[config.mk]
export PLATFORM = sky130hd
export DESIGN_NAME = flop_fifo_rr_sched
export DESIGN_NICKNAME = d
export VERILOG_FILES = /design/src/rtl/flop_fifo_rr_sched.sv
export SDC_FILE = /design/constraint.sdc
export NUM_CORES = 1
export LEC_CHECK = 0
export BUFFER_PORTS_ARGS = -buffer_cell sky130_fd_sc_hd__buf_2
export CORE_UTILIZATION = 25
export DETAILED_ROUTE_END_ITERATION = 8
export MAX_ROUTING_LAYER = met4
export SLEW_MARGIN = 25
export SYNTH_ARGS = -nofsm -noshare
export SYNTH_HDL_FRONTEND = slang
export SYNTH_SLANG_ARGS = --single-unit
[constraint.sdc]
create_clock -name clk -period 3.85 [get_ports clk]
set_input_delay 0.385 -clock clk [delete_from_list [all_inputs] [get_ports clk]]
set_output_delay 0.385 -clock clk [all_outputs]
set_load 0.01 [all_outputs]
[src/rtl/flop_fifo_rr_sched.sv]
// rtl/flop_fifo_rr_sched.sv - round-robin burst scheduler draining N flop FIFOs into one registered stream
// Optional counters: define FLOP_FIFO_RR_SCHED_STATS_EN for grant_cnt / stall_cnt.
module flop_fifo_rr_sched #(
  parameter int NUM_SRC = 4,
  parameter int WIDTH   = 8,
  parameter int BURST_W = 8
) (
  input  logic                         clk,
  input  logic                         rst,
  input  logic [BURST_W-1:0]           cfg_burst,
  input  logic [NUM_SRC-1:0]           cfg_src_en,
  input  logic [NUM_SRC-1:0]           src_valid,
  input  logic [NUM_SRC*WIDTH-1:0]     src_data,
  output logic [NUM_SRC-1:0]           src_pop,
  output logic                         out_valid,
  output logic [WIDTH-1:0]             out_data,
  output logic [$clog2(NUM_SRC)-1:0]   out_src,
  input  logic                         out_ready
`ifdef FLOP_FIFO_RR_SCHED_STATS_EN
  ,
  output logic [NUM_SRC*16-1:0]        grant_cnt,
  output logic [15:0]                  stall_cnt
`endif
);

  localparam int SRC_W = $clog2(NUM_SRC);

  typedef enum logic {ARB, HOLD} state_t;

  state_t             state, state_nxt;
  logic [SRC_W-1:0]   last_grant, last_grant_nxt, rr_sel, pop_idx;
  logic [BURST_W-1:0] burst_cnt, burst_cnt_nxt, eff_burst, cnt_inc;
  logic               can_load, rr_found, owner_ok, pop_any;
  logic [NUM_SRC-1:0] src_ok;
  logic [WIDTH-1:0]   pop_data;
  int                 rr_cand;

  assign src_ok    = src_valid & cfg_src_en;
  assign can_load  = !out_valid || out_ready;
  assign eff_burst = (cfg_burst == '0) ? BURST_W'(1) : cfg_burst;
  assign cnt_inc   = burst_cnt + BURST_W'(1);
  assign owner_ok  = src_ok[last_grant];

  // Rotating-priority search: first ready source after the previous grant.
  always_comb begin
    rr_sel   = '0;
    rr_found = 1'b0;
    rr_cand  = 0;
    for (int k = 1; k <= NUM_SRC; k++) begin
      rr_cand = (int'(last_grant) + k) % NUM_SRC;
      if (!rr_found && src_ok[SRC_W'(rr_cand)]) begin
        rr_found = 1'b1;
        rr_sel   = SRC_W'(rr_cand);
      end
    end
  end

  // Grant FSM: ARB picks a new owner, HOLD keeps it until the burst ends or it runs dry.
  always_comb begin
    state_nxt      = state;
    last_grant_nxt = last_grant;
    burst_cnt_nxt  = burst_cnt;
    pop_any        = 1'b0;
    pop_idx        = last_grant;
    if (!rst && can_load) begin
      case (state)
        ARB: begin
          if (rr_found) begin
            pop_any        = 1'b1;
            pop_idx        = rr_sel;
            last_grant_nxt = rr_sel;
            burst_cnt_nxt  = BURST_W'(1);
            if (eff_burst > BURST_W'(1)) state_nxt = HOLD;
          end
        end
        HOLD: begin
          if (owner_ok && (burst_cnt < eff_burst)) begin
            pop_any       = 1'b1;
            burst_cnt_nxt = cnt_inc;
            if (cnt_inc >= eff_burst) state_nxt = ARB;
          end else begin
            // Owner dry, disabled, or limit lowered below the count: release with a bubble.
            state_nxt = ARB;
          end
        end
        default: state_nxt = ARB;
      endcase
    end
  end

  // Decode the chosen source into a one-hot pop strobe and select its data.
  always_comb begin
    src_pop  = '0;
    pop_data = '0;
    for (int i = 0; i < NUM_SRC; i++) begin
      if (pop_any && (pop_idx == SRC_W'(i))) begin
        src_pop[i] = 1'b1;
        pop_data   = src_data[i*WIDTH +: WIDTH];
      end
    end
  end

  // Arbitration state registers.
  always_ff @(posedge clk or posedge rst) begin
    if (rst) begin
      state      <= ARB;
      last_grant <= SRC_W'(NUM_SRC - 1);
      burst_cnt  <= '0;
    end else begin
      state      <= state_nxt;
      last_grant <= last_grant_nxt;
      burst_cnt  <= burst_cnt_nxt;
    end
  end

  // Output register: load on a pop, empty when consumed without a refill.
  always_ff @(posedge clk or posedge rst) begin
    if (rst) begin
      out_valid <= 1'b0;
      out_data  <= '0;
      out_src   <= '0;
    end else if (pop_any) begin
      out_valid <= 1'b1;
      out_data  <= pop_data;
      out_src   <= pop_idx;
    end else if (out_valid && out_ready) begin
      out_valid <= 1'b0;
    end
  end

`ifdef FLOP_FIFO_RR_SCHED_STATS_EN
  // Saturating per-source grant counters and downstream stall counter.
  always_ff @(posedge clk or posedge rst) begin
    if (rst) begin
      grant_cnt <= '0;
      stall_cnt <= '0;
    end else begin
      for (int i = 0; i < NUM_SRC; i++) begin
        if (src_pop[i] && (grant_cnt[i*16 +: 16] != 16'hFFFF))
          grant_cnt[i*16 +: 16] <= grant_cnt[i*16 +: 16] + 16'd1;
      end
      if (out_valid && !out_ready && (stall_cnt != 16'hFFFF))
        stall_cnt <= stall_cnt + 16'd1;
    end
  end
`endif

endmodule
# --- Word level (Yosys, flattened, before mapping) ---
# Cells that the tools add are included.
classes:
  n_addsub: 5
  n_lt_le_gt_ge: 8
  n_eq_ne: 5
  mux: 48
  n_bitwise: 2
  reduce_logical: 20
op_table:
  columns: ["op", "count"]
  rows:
  - ["$mux 8", 7]
  - ["$mux 1", 26]
  - ["$lt 2x4->1 const B", 4]
  - ["$pmux 8 s2", 1]
  - ["$mux 2", 7]
  - ["$bmux 1 s2", 5]
  - ["$logic_and 1x1->1", 10]
  - ["$add 8x1->8 const B", 1]
  - ["$ge 8x8->1", 1]
  - ["$gt 8x1->1 const B", 1]
  - ["$logic_not 8->1", 1]
  - ["$lt 8x8->1", 1]
  - ["$logic_not 1->1", 5]
  - ["$add 2x1->2 const B", 2]
  - ["$add 2x2->2 const B", 2]
  - ["$and 4x4->4", 1]
  - ["$eq 2x2->1 const B", 2]
  - ["$pmux 1 s2", 2]
  - ["$lt 2x3->1 const B", 1]
  - ["$reduce_and 3->1", 1]
  - ["$eq 2x1->1 const B", 1]
  - ["$logic_not 2->1", 1]
  - ["$ne 2x1->1 const B", 1]
  - ["$ne 2x2->1 const B", 1]
  - ["3 further kinds", 3]
word_totals:
  register_bits: 22
  in_bits: 51
  out_inout_bits: 15
  word_cells: 94

# --- Depth between registers and ports, before layout ---
depth:
  depth_word: 23
  depth_mapped: 12
  ltp_nobuf: 11

# --- Worst setup path before layout ---
# Ideal clock, no wire load.
synth_timing:
  path_kind: "input port to output port"
  start: "input port cfg_burst[6]"
  end: "output port src_pop[0]"
  t_arrival_ps: 2232
  required_time_ps: 3465
  slack_ps: 1233
  stages: 12
  path_buffers: 1
  cell_sequence: "nor4_1 nand4_1 nand2b_1 ha_1 nor2b_1 o21a_1 o21ai_0 nand2b_1 a311oi_2 o21a_2 buf_4 and3_1"
synth_between:
  elab_chain_cells: 9
synth_lines:
  columns: ["element", "line_no", "rtl"]
  rows:
  - ["start: declaration", "10", "input logic [BURST_W-1:0] cfg_burst,"]
  - ["$logic_not 8->1", "40", "assign eff_burst = (cfg_burst == '0) ? BURST_W'(1) : cfg_burst;"]
  - ["$mux 8 (*)", "40", null]
  - ["$lt 8x8->1 (*)", "77", "if (owner_ok && (burst_cnt < eff_burst)) begin"]
  - ["$logic_and 1x1->1 (*)", "77", null]
  - ["$mux 1 (*)", "77", null]
  - ["$pmux 1 s2 (*)", "66", "case (state)"]
  - ["$mux 1 (*)", "65", "if (!rst && can_load) begin"]
  - ["$logic_and 1x1->1 (*)", "96", "if (pop_any && (pop_idx == SRC_W'(i))) begin"]
  - ["$mux 1 (*)", "96", null]
  - ["end: declaration", "14", "output logic [NUM_SRC-1:0] src_pop,"]
# Every way passes the cells marked *; elsewhere a longest branch is shown, timed or not.

# --- Final worst setup path ---
layout_timing:
  start: "input port cfg_burst[6]"
  end: "output port src_pop[1]"
# Same word-level chain as after synthesis.

==> impl_metrics.tcl <==
set metrics [dict create \
    grt_usage 0.124 \
    die_w_microns 89.3 \
    seq_area_frac_synth 0.290 \
    cp_slowest_cell "o21a_2" \
    hp-class "primary input to async pin" \
    cp.buffers_inverters 3 \
    cts_setup_buffers 0 \
    utilization 0.323 \
    antenna_cells 0 \
    antenna_found_initial 0 \
    setup_violations 0 \
    rsz0062_at_grt "no" \
    use_met2 0.194 \
    path_max_fanout 14 \
    core_sq_mm 0.00733 \
    synthFlopType "dfrtp_1" \
    critPathRequiredTime_ps 3460 \
    min_period_over_period 0.824 \
    worst_pin_slew_ps 837 \
    area_delta_synth_final_pct 24.3 \
    p_leak_nw 1.28 \
    grt_pass1_vias 1650 \
    wl_per_cell_microns 11.7 \
    worst_setup_hold_path_clk_slew_ps 70 \
    multi_input_area_sq_mm 0.00121 \
    holdBufCountCts 0 \
    finalCriticalPeriod_ps 3170 \
    cts.htree.levels 1 \
    pin_count 66 \
    fillers 771 \
    powerDensity_mw_per_mm2 591 \
    die-height_microns 89.3 \
    netlist_area_sq_mm 0.00191 \
    place_congestion 0.874 \
    numClockSinks 22 \
    worstSetupEndpointType "primary output" \
    synth.area.top_cells "dfrtp_1 (26%), mux2i_1 (13%), ha_1 (11%)" \
    grt_pass1_wl_microns 7510 \
    drt_iter0_drc 138 \
    drtAntennaViolNets 0 \
    grt_use_met1 0.164 \
    slew_headroom 0.442 \
    port_buffers 65 \
    status "completed" \
    maxCapViolations 0 \
    yosysWarningCount 0 \
    synth_seq_cells 22 \
    max_freq_mhz 315 \
    first_pass_iters 4 \
    drive_gt1_frac 0.332 \
    finalHoldViolCount 0 \
    yosys.area.top_type_share 0.262 \
    die_area_sq_mm 0.00798 \
    max-vdd-ir-drop_v 0.000210 \
    vias_per_cell 4.58 \
    cts_tree "yes" \
    start_kind "primary input" \
    crit_type "primary input to primary output" \
    postSynthAreaPerCell_sq_um 9.44 \
    wirelength_microns 4270 \
    grt-ovfl-total 0 \
    clock_latency_ps 250 \
    synth_fp_nets 270 \
    crit_chain "buf_2 -> nor4_1 -> nand4_1 -> nand2b_1 -> ha_1 -> nor2b_1 -> o21a_1 -> o21ai_0 -> nand2b_1 -> a311oi_2 -> buf_4 -> o21a_2 -> and3_1 -> buf_2" \
    fin_worst_skew_ps 2.19 \
    nets 334 \
    setup_tns_ps 0 \
    worstPathArrival_ps 2790 \
    numCtsBuffers 3 \
    synth-async-reset-ratio 1.00 \
    hpwl_microns 3450 \
    cts_repair_resize_count 0 \
    yosysTopAreaCell "dfrtp_1" \
    fp-row-count 31 \
    use_met3 0.0203 \
    instances_no_fill 364 \
    vias 1668 \
    post_synth_inst_count 202 \
    crit_family "compound AO/OA/AOI/OAI gates" \
    synth_cell_type_count 45 \
    synth-edff-count 0 \
    cts_root_buf "clkbuf_8" \
    maxSlewViolCount 0 \
    placed_cells 360 \
    busiest_layer "met2" \
    regArea_sq_um 553 \
    start_util 0.260 \
    cpPeakStageDelay_ps 310 \
    post-route-drc-count 0 \
    grt_max_degree 24 \
    cts_buffer_depth 2 \
]
==> state kept, by name (all words and copies together), names as in the netlist <==
register and count:
burst_cnt 8, out_data 8, last_grant 2, out_src 2
out_valid 1, state 1
==> placed cells by master, fill, tap and decap left out, types with 3 or more instances in the layout <==
| cell type | count |
|---|---|
| nor2_1 | 5 |
| dfrtp_1 | 20 |
| xnor2_1 | 4 |
| inv_1 | 22 |
| buf_2 | 65 |
| nor3_1 | 3 |
| mux2_4 | 6 |
| nand3_1 | 6 |
| clkbuf_8 | 4 |
| nand2b_1 | 6 |
| nand4_1 | 8 |
| ha_1 | 17 |
| mux2i_1 | 24 |
| buf_4 | 3 |
| o21ai_0 | 11 |
| a21oi_1 | 5 |
| a21o_1 | 4 |
| nand2_1 | 12 |
| and3_1 | 6 |
==> through the flow <==
step | worst slack (ps) | hold slack, ps | power (mW) | area, sq um
floorplan | 1230 | 381 | 1.05 | 1910
global placement | 718 | 466 | 1.24 | 2310
detailed placement | 672 | 473 | 1.25 | 2310
CTS | 647 | 349 | 1.42 | 2370
global route | 432 | 416 | 1.54 | 2370
finish | 676 | 320 | 1.40 | 2370
==> worst paths after layout <==
path                              startpoint     endpoint  slack [ps]  cells after the start
worst min register to register    out_src[1]   out_src[1]         490                      1
max in group asynchronous                rst  out_data[6]        3010                      2
worst max register to register  burst_cnt[1]  out_data[2]        1060                     10
min in group clk                   out_ready    out_valid         460                      3
worst min-delay path                     rst    out_valid         320                      2
worst max-delay path            cfg_burst[6]   src_pop[1]         680                     14
==> kinds of logic (layout without fill, tap and decap cells) <==
kind of cell | count (synthesis) | count (layout) | share of synthesized area
compound gates | 38 | 38 | 0.138
xor+xnor | 6 | 6 | 0.0276
fa+ha+maj | 17 | 17 | 0.112
buf+inv | 31 | 94 | 0.0768
flops | 22 | 22 | 0.290
mux | 35 | 35 | 0.209
simple gates | 53 | 53 | 0.147
==> power breakdown <==
| group | switching, mW | total [mW] | leakage, nW | internal (mW) |
|---|---|---|---|---|
| Sequential | 0.117 | 0.454 | 0.263 | 0.336 |
| Combinational | 0.379 | 0.786 | 0.989 | 0.407 |
| Clock | 0.0686 | 0.160 | 0.0288 | 0.0909 |
| Total | 0.566 | 1.40 | 1.28 | 0.834 |
==> routing by layer <==
metal,share of wire,wire length (microns),vias to the layer above
li1,-,-,853
met1,0.49,2100,739
met2,0.43,1850,72
met3,0.064,272,4
met4,0.011,46,0
met5,0,0,-
==> area by class of cell <==
| class | count | share of cell area |
|---|---|---|
| sequential | 22 | 0.233 |
| timing repair buffer | 68 | 0.147 |
| tap | 99 | 0.0523 |
| clock buffer | 4 | 0.0232 |
| inverter | 22 | 0.0348 |
| multi-input combinational | 149 | 0.510 |
==> Yosys cell counts (all sizes together), types with 2 or more instances <==
| library cell | n |
|---|---|
| buf | 8 |
| o21a | 3 |
| nand4 | 8 |
| nor2b | 2 |
| inv | 22 |
| dfstp | 2 |
| o21ai | 11 |
| nor3 | 3 |
| dfrtp | 20 |
| nand2b | 6 |
| xnor2 | 4 |
| a21o | 4 |
| mux2i | 24 |
| ha | 17 |
| nor2 | 5 |
| mux2 | 10 |
| and3 | 6 |
| a31o | 2 |
| xor2 | 2 |
| a21oi | 5 |
| nand2 | 12 |
| and2 | 2 |
| a2111oi | 2 |
| nand3 | 6 |
Power figures use the tool's default switching activity.
